`config.mk`:
```
export PLATFORM = sky130hd
export DESIGN_NAME = shape_hit_pipe
export DESIGN_NICKNAME = d
export VERILOG_FILES = /design/src/rtl/shape_hit_pipe_pkg.sv /design/src/rtl/shape_hit_pipe_shape_test.sv /design/src/rtl/shape_hit_pipe.sv
export SDC_FILE = /design/constraint.sdc
export NUM_CORES = 2
export LEC_CHECK = 0
export ABC_AREA = 0
export CAP_MARGIN = 25
export CORE_UTILIZATION = 35
export CTS_CLUSTER_DIAMETER = 200
export DETAILED_ROUTE_END_ITERATION = 12
export HOLD_SLACK_MARGIN = 0.03
export PLACE_DENSITY = 0.48
export SYNTH_ARGS = -nofsm -noshare
export SYNTH_HDL_FRONTEND = slang
export SYNTH_SLANG_ARGS = --single-unit
```
`constraint.sdc`:
```
create_clock -name clk -period 41.8 [get_ports clk]
set_clock_uncertainty 0.15 [all_clocks]
set_input_delay 12.54 -clock clk [delete_from_list [all_inputs] [get_ports clk]]
set_output_delay 12.54 -clock clk [all_outputs]
set_load 0.005 [all_outputs]
```
`src/rtl/shape_hit_pipe_pkg.sv`:
```
// Shared definitions for the shape hit pipeline: slot shape encoding and
// default sizing constants used by the top level and the per-slot tester.
package shape_hit_pipe_pkg;

  typedef enum logic {
    MODE_SQUARE = 1'b0,  // Chebyshev: |dx| < r and |dy| < r
    MODE_CIRCLE = 1'b1   // Euclidean: dx^2 + dy^2 < r^2
  } shape_mode_e;

  localparam int DEF_W     = 12;
  localparam int DEF_N_OBJ = 4;
  localparam int DEF_IDX_W = $clog2(DEF_N_OBJ);

endpackage

```
`src/rtl/shape_hit_pipe_shape_test.sv`:
```
// shape_test: distance and coverage test for one object slot.
//   Stage 1 registers |obj - draw| per axis together with the slot's radius,
//   mode and enable, so later slot writes cannot disturb a pixel in flight.
//   Stage 2 registers the coverage decision.
// Ports:
//   clk, rst            clock, async active-high reset
//   load                a pixel is accepted this cycle (captures stage 1)
//   obj_x/obj_y/obj_r   slot centre and radius
//   obj_mode, obj_on    slot shape (0 square, 1 circle) and enable
//   draw_x, draw_y      pixel coordinate
//   hit                 stage 2 coverage bit for the pixel in stage 2
module shape_test
  import shape_hit_pipe_pkg::*;
#(
  parameter int W = DEF_W
) (
  input  logic         clk,
  input  logic         rst,
  input  logic         load,
  input  logic [W-1:0] obj_x,
  input  logic [W-1:0] obj_y,
  input  logic [W-1:0] obj_r,
  input  logic         obj_mode,
  input  logic         obj_on,
  input  logic [W-1:0] draw_x,
  input  logic [W-1:0] draw_y,
  output logic         hit
);

  logic [W:0]     dx_d, dx_q, dy_d, dy_q;
  logic [W-1:0]   r_d, r_q;
  shape_mode_e    mode_d, mode_q;
  logic           on_d, on_q;
  logic           hit_d, hit_q;
  logic [2*W+1:0] ex, ey, er, dist2, rad2;

  // Extended by one bit so the subtraction never wraps at the coordinate edges.
  function automatic logic [W:0] abs_diff(input logic [W-1:0] a, input logic [W-1:0] b);
    logic [W:0] ea, eb;
    ea = {1'b0, a};
    eb = {1'b0, b};
    return (ea >= eb) ? (ea - eb) : (eb - ea);
  endfunction

  always_comb begin
    dx_d   = dx_q;
    dy_d   = dy_q;
    r_d    = r_q;
    mode_d = mode_q;
    on_d   = on_q;
    if (load) begin
      dx_d   = abs_diff(obj_x, draw_x);
      dy_d   = abs_diff(obj_y, draw_y);
      r_d    = obj_r;
      mode_d = shape_mode_e'(obj_mode);
      on_d   = obj_on;
    end
  end

  // Squares are formed at full width so neither side of the circle compare
  // is ever truncated.
  always_comb begin
    ex    = {{(W+1){1'b0}}, dx_q};
    ey    = {{(W+1){1'b0}}, dy_q};
    er    = {{(W+2){1'b0}}, r_q};
    dist2 = ex * ex + ey * ey;
    rad2  = er * er;
    hit_d = 1'b0;
    if (on_q && (r_q != '0)) begin
      if (mode_q == MODE_CIRCLE) begin
        hit_d = (dist2 < rad2);
      end else begin
        hit_d = ({1'b0, r_q} > dx_q) && ({1'b0, r_q} > dy_q);
      end
    end
  end

  always_ff @(posedge clk or posedge rst) begin
    if (rst) begin
      dx_q   <= '0;
      dy_q   <= '0;
      r_q    <= '0;
      mode_q <= MODE_SQUARE;
      on_q   <= 1'b0;
      hit_q  <= 1'b0;
    end else begin
      dx_q   <= dx_d;
      dy_q   <= dy_d;
      r_q    <= r_d;
      mode_q <= mode_d;
      on_q   <= on_d;
      hit_q  <= hit_d;
    end
  end

  assign hit = hit_q;

endmodule

```
`src/rtl/shape_hit_pipe.sv`:
```
// shape_hit_pipe: three-stage pixel-versus-object coverage pipeline.
//   N_OBJ loadable slots (square or circle). Every accepted pixel produces a
//   result exactly three cycles later: S1 distances, S2 per-slot hits,
//   S3 priority-encoded outputs. A sticky collision flag records any result
//   covered by two or more slots; frame_start clears it without flushing.
// Ports:
//   clk, rst                  clock, async active-high reset
//   wr_en, wr_idx             slot write strobe and index (out of range ignored)
//   wr_x, wr_y, wr_r          slot centre and radius
//   wr_mode, wr_on            slot shape (0 square, 1 circle) and enable
//   pix_valid, x_draw, y_draw pixel input
//   frame_start               frame boundary pulse
//   out_valid, hit, hit_idx, hit_mask   result (all zero when not valid)
//   collision                 sticky multi-cover flag for the current frame
module shape_hit_pipe
  import shape_hit_pipe_pkg::*;
#(
  parameter int W     = DEF_W,
  parameter int N_OBJ = DEF_N_OBJ,
  parameter int IDX_W = DEF_IDX_W
) (
  input  logic             clk,
  input  logic             rst,
  input  logic             wr_en,
  input  logic [IDX_W-1:0] wr_idx,
  input  logic [W-1:0]     wr_x,
  input  logic [W-1:0]     wr_y,
  input  logic [W-1:0]     wr_r,
  input  logic             wr_mode,
  input  logic             wr_on,
  input  logic             pix_valid,
  input  logic [W-1:0]     x_draw,
  input  logic [W-1:0]     y_draw,
  input  logic             frame_start,
  output logic             out_valid,
  output logic             hit,
  output logic [IDX_W-1:0] hit_idx,
  output logic [N_OBJ-1:0] hit_mask,
  output logic             collision
);

  logic [W-1:0]     slot_x_d [N_OBJ];
  logic [W-1:0]     slot_x_q [N_OBJ];
  logic [W-1:0]     slot_y_d [N_OBJ];
  logic [W-1:0]     slot_y_q [N_OBJ];
  logic [W-1:0]     slot_r_d [N_OBJ];
  logic [W-1:0]     slot_r_q [N_OBJ];
  logic [N_OBJ-1:0] slot_mode_d, slot_mode_q;
  logic [N_OBJ-1:0] slot_on_d, slot_on_q;

  logic             v1_d, v1_q, v2_d, v2_q;
  logic [N_OBJ-1:0] hit_vec;

  logic             out_valid_d, out_valid_q;
  logic             hit_d, hit_q;
  logic [IDX_W-1:0] hit_idx_d, hit_idx_q;
  logic [N_OBJ-1:0] hit_mask_d, hit_mask_q;
  logic             collision_d, collision_q;
  logic             seen, multi;

  // Decoding against each legal index drops writes to indices >= N_OBJ.
  always_comb begin
    slot_x_d    = slot_x_q;
    slot_y_d    = slot_y_q;
    slot_r_d    = slot_r_q;
    slot_mode_d = slot_mode_q;
    slot_on_d   = slot_on_q;
    for (int i = 0; i < N_OBJ; i++) begin
      if (wr_en && (wr_idx == IDX_W'(i))) begin
        slot_x_d[i]    = wr_x;
        slot_y_d[i]    = wr_y;
        slot_r_d[i]    = wr_r;
        slot_mode_d[i] = wr_mode;
        slot_on_d[i]   = wr_on;
      end
    end
  end

  // Slot registers feed S1 directly, so a write on the same edge as a pixel
  // is seen only by later pixels.
  for (genvar g = 0; g < N_OBJ; g++) begin : g_slot
    shape_test #(.W(W)) u_shape_test (
      .clk      (clk),
      .rst      (rst),
      .load     (pix_valid),
      .obj_x    (slot_x_q[g]),
      .obj_y    (slot_y_q[g]),
      .obj_r    (slot_r_q[g]),
      .obj_mode (slot_mode_q[g]),
      .obj_on   (slot_on_q[g]),
      .draw_x   (x_draw),
      .draw_y   (y_draw),
      .hit      (hit_vec[g])
    );
  end

  always_comb begin
    v1_d        = pix_valid;
    v2_d        = v1_q;
    out_valid_d = v2_q;
    hit_mask_d  = v2_q ? hit_vec : '0;
    hit_d       = |hit_mask_d;
    hit_idx_d   = '0;
    // Descending scan leaves the lowest covering slot in hit_idx_d.
    for (int i = N_OBJ - 1; i >= 0; i--) begin
      if (hit_mask_d[i]) hit_idx_d = IDX_W'(i);
    end
  end

  // Two or more covering slots on the presented result sets the flag; the set
  // takes priority over a coincident frame_start clear.
  always_comb begin
    seen  = 1'b0;
    multi = 1'b0;
    for (int i = 0; i < N_OBJ; i++) begin
      if (hit_mask_q[i]) begin
        if (seen) multi = 1'b1;
        seen = 1'b1;
      end
    end
    collision_d = collision_q;
    if (frame_start) collision_d = 1'b0;
    if (out_valid_q && multi) collision_d = 1'b1;
  end

  always_ff @(posedge clk or posedge rst) begin
    if (rst) begin
      for (int i = 0; i < N_OBJ; i++) begin
        slot_x_q[i] <= '0;
        slot_y_q[i] <= '0;
        slot_r_q[i] <= '0;
      end
      slot_mode_q <= '0;
      slot_on_q   <= '0;
      v1_q        <= 1'b0;
      v2_q        <= 1'b0;
      out_valid_q <= 1'b0;
      hit_q       <= 1'b0;
      hit_idx_q   <= '0;
      hit_mask_q  <= '0;
      collision_q <= 1'b0;
    end else begin
      slot_x_q    <= slot_x_d;
      slot_y_q    <= slot_y_d;
      slot_r_q    <= slot_r_d;
      slot_mode_q <= slot_mode_d;
      slot_on_q   <= slot_on_d;
      v1_q        <= v1_d;
      v2_q        <= v2_d;
      out_valid_q <= out_valid_d;
      hit_q       <= hit_d;
      hit_idx_q   <= hit_idx_d;
      hit_mask_q  <= hit_mask_d;
      collision_q <= collision_d;
    end
  end

  assign out_valid = out_valid_q;
  assign hit       = hit_q;
  assign hit_idx   = hit_idx_q;
  assign hit_mask  = hit_mask_q;
  assign collision = collision_q;

endmodule

```
==> impl_metrics.json <==
{
  "final_cells": 11400,
  "avgSynthCellArea_um2": 9.14,
  "setup.worst_path.end_class": "flip-flop",
  "yosys_warnings": 0,
  "r2r_end": "g_slot[0].u_shape_test.hit",
  "cts_hold_buf": 0,
  "dr.pass1.iters": 5,
  "overflow": 0,
  "grt_usage": 0.212,
  "clockBufferDepth": 3,
  "synth_compound_area_frac": 0.0914,
  "vias": 56200,
  "design_area_um2": 83100,
  "worst_pin_slew_ps": 1030,
  "core_um2": 220000,
  "worst_slack_ps": 25180,
  "drtIter0Drc": 3050,
  "syn_inst": 8469,
  "cp_slowest_cell": "clkdlybuf4s50_1",
  "start_util": 0.352,
  "synth_edf_count": 0,
  "portBuffers": 77,
  "ff_latch_area_um2": 8180,
  "fp.dieH_um": 472,
  "worst_ep_required_time_ps": 42100,
  "routedWlPerCell_um": 20.1,
  "nets": 10900,
  "yosysTopAreaCell": "fa_1",
  "ys.flop_type": "dfrtp_1",
  "die-area_um2": 223000,
  "critical_path_class": "in2reg",
  "post-route-drc-count": 0,
  "clock_sinks": 327,
  "htreeDepth": 2,
  "async_flop_share": 1.00,
  "tns_ps": 0,
  "maxSlewViolCount": 0,
  "cts_root_buffer": "clkbuf_16",
  "clock_latency_ps": 650,
  "dp_cells": 11300,
  "grt_pass1_wl_um": 365000,
  "vias_per_cell": 4.92,
  "cp-endpoint": "g_slot[1].u_shape_test.dx_q[10]",
  "fillCellCount": 22500,
  "synthSimpleGateAreaFrac": 0.110,
  "cts_buffers": 44,
  "cts_tree": "done",
  "finalHoldViolCount": 0,
  "drive_gt1_frac": 0.0469,
  "synth-seq-area-share": 0.106,
  "synth_top_family_by_area": "adder cells",
  "gp_congestion": 0.879,
  "crit_buf_inv": 2,
  "synth_xor_area_frac": 0.0331,
  "cts.clk_slew.worst_paths_ps": 60,
  "dp_hpwl_um": 191000,
  "synth_mux_area_frac": 0.0343,
  "status": "complete, no violations",
  "dp_slack_ps": 24450,
  "yosys.area.top_type_share": 0.336,
  "period_needed_ps": 16620,
  "grt_max_degree": 96,
  "rows": 172,
  "multiInputGateArea_um2": 60500,
  "ant_nets": 0,
  "dieWidth_um": 472,
  "cp_max_fo": 9,
  "antenna_found_initial": 30,
  "synth_fa_ha_area_frac": 0.513,
  "cp_common_cell": "o21ai_0",
  "critPathLaunchType": "input port",
  "io_pins": 78,
  "setup-violations-final": 0,
  "min-delay-start": "v1_q",
  "crit_chain": "clkdlybuf4s50_1 > inv_1 > ha_1 > nor2b_1 > o21a_1 > o21ai_0 > a21oi_1 > a311oi_1 > o41ai_2 > nor4b_1 > a2111oi_0 > o21ai_0",
  "timing.final.crit_share": 0.398,
  "rsz0062_at_grt": "no",
  "synthTopCellsByArea": "fa_1, ha_1, dfrtp_1, inv_1, nand2_1",
  "area_delta_synth_final_pct": 7.38,
  "worstRegToRegCells": 29,
  "synth_area_um2": 77400,
  "setup.worst_path.start": "x_draw[1]",
  "synth_cell_type_count": 93,
  "wl_um": 230000,
  "relSlewSlack": 0.312,
  "worst_hold_path_type": "reg2reg",
  "arrival_ps": 16920,
  "grt_pass1_vias": 61200,
  "ff2ff_setup_slack_ps": 31300,
  "post_dp_cell_area_um2": 81600,
  "cts_resized": 0,
  "ys_ff_latch": 327,
  "critical-path-top-delay-family": "compound AO/OA/AOI/OAI gates",
  "cp.depth": 12,
  "fmax_mhz": 60.2,
  "critPathMaxStageDelay_ps": 910,
  "worstReg2RegStart": "g_slot[0].u_shape_test.dy_q[1]",
  "cts_setup_buffers": 0,
  "max-cap-violations": 0
}
## kinds of logic after synthesis
family	after synthesis
XOR/XNOR	293
AO/OA/AOI/OAI	1095
multiplexers	242
buffers and inverters	2321
other	1
flip-flops	327
adder cells (fa/ha/maj)	2392
AND/OR/NAND/NOR	1798
## Yosys cell counts, drive strengths merged, types with 11 or more instances
| cell | number |
|---|---|
| a2111oi | 15 |
| a211oi | 30 |
| a21boi | 18 |
| a21o | 144 |
| a21oi | 318 |
| a221oi | 15 |
| a31oi | 33 |
| and2 | 293 |
| and3 | 26 |
| buf | 22 |
| clkbuf | 221 |
| clkinv | 15 |
| dfrtp | 327 |
| fa | 1300 |
| ha | 1091 |
| inv | 2063 |
| mux2 | 182 |
| mux2i | 60 |
| nand2 | 562 |
| nand2b | 54 |
| nand3 | 59 |
| nand3b | 12 |
| nand4 | 50 |
| nor2 | 515 |
| nor2b | 66 |
| nor3 | 59 |
| nor4 | 26 |
| o2111ai | 11 |
| o211ai | 28 |
| o21a | 46 |
| o21ai | 250 |
| o21bai | 45 |
| o31ai | 18 |
| o41ai | 13 |
| or2 | 19 |
| or3 | 18 |
| xnor2 | 190 |
| xor2 | 103 |
## cell type report
type / instances / share of cell area
repair buffers: 156 / 0.0169
clock inverters: 21 / 0.00292
clock buffers: 58 / 0.0151
diodes: 9 / 0.000271
inverters: 2078 / 0.0939
flip-flops and latches: 327 / 0.0984
multi-input cells: 5822 / 0.728
well taps: 2958 / 0.0445
## worst min path at each step
| stage | to | slack, ps | cells past startpoint |
|---|---|---|---|
| final | out_valid_d | 200 | 0 |
| after global routing | out_valid_d | 210 | 0 |
| after CTS | out_valid_d | 200 | 0 |
| after detailed placement | out_valid_d | 190 | 0 |
| after global placement | out_valid_d | 180 | 0 |
| after floorplan | out_valid_d | 180 | 0 |
## state kept, by name, indices dropped and copies added (netlist names)
register and count:
g_slot.u_shape_test.dx_q 52, g_slot.u_shape_test.dy_q 52, g_slot.u_shape_test.r_q 48, slot_r_q 48, slot_x_q 48, slot_y_q 48
g_slot.u_shape_test.hit 4, g_slot.u_shape_test.mode_q 4, g_slot.u_shape_test.on_q 4, hit_mask 4, slot_mode_q 4, slot_on_q 4
hit_idx 2, collision 1, hit 1, out_valid 1, out_valid_d 1, v1_q 1
## cell usage in the layout, fill, tap and decap left out, types with 26 or more instances in the layout
master / instances
inv_1: 2057
fa_1: 1300
ha_1: 1091
nand2_1: 562
nor2_1: 514
dfrtp_1: 327
a21oi_1: 317
and2_1: 293
o21ai_0: 247
xnor2_1: 190
mux2_2: 181
a21o_1: 144
xor2_1: 103
clkdlybuf4s50_1: 76
buf_4: 75
nor2b_1: 66
mux2i_1: 60
nor3_1: 59
nand3_1: 58
nand2b_1: 54
nand4_1: 50
o21a_1: 46
o21bai_1: 45
clkbuf_16: 45
a31oi_1: 32
a211oi_1: 29
o211ai_1: 28
nor4_1: 26
and3_1: 26
## worst reg2reg max path, delay by kind of cell (launching register included)
family | cells | cell delay (ps)
fa+ha+maj | 9 | 4040
compound gates | 9 | 2960
simple gates | 5 | 1310
flops | 1 | 900
buf+inv | 5 | 810
xor+xnor | 1 | 140
## stage by stage
| stage | utilization | hold slack (ps) |
|---|---|---|
| after detailed placement | 0.371 | 186 |
| after global routing | 0.378 | 212 |
| after global placement | 0.371 | 183 |
| after floorplan | - | 181 |
| final | 0.378 | 197 |
| after CTS | 0.378 | 200 |
## layer usage
metal / share of wire / wire length [um] / up-vias / GRT usage
li1: - / - / 26400 / -
met1: 0.47 / 108000 / 28600 / 0.295
met5: 0.000057 / 13 / - / 0
met2: 0.47 / 109000 / 998 / 0.356
met3: 0.037 / 8460 / 221 / 0.0201
met4: 0.019 / 4440 / 2 / 0.0407
Power is not shown: default switching activity piles up to over one toggle a cycle in this logic, so the estimate is an artifact.
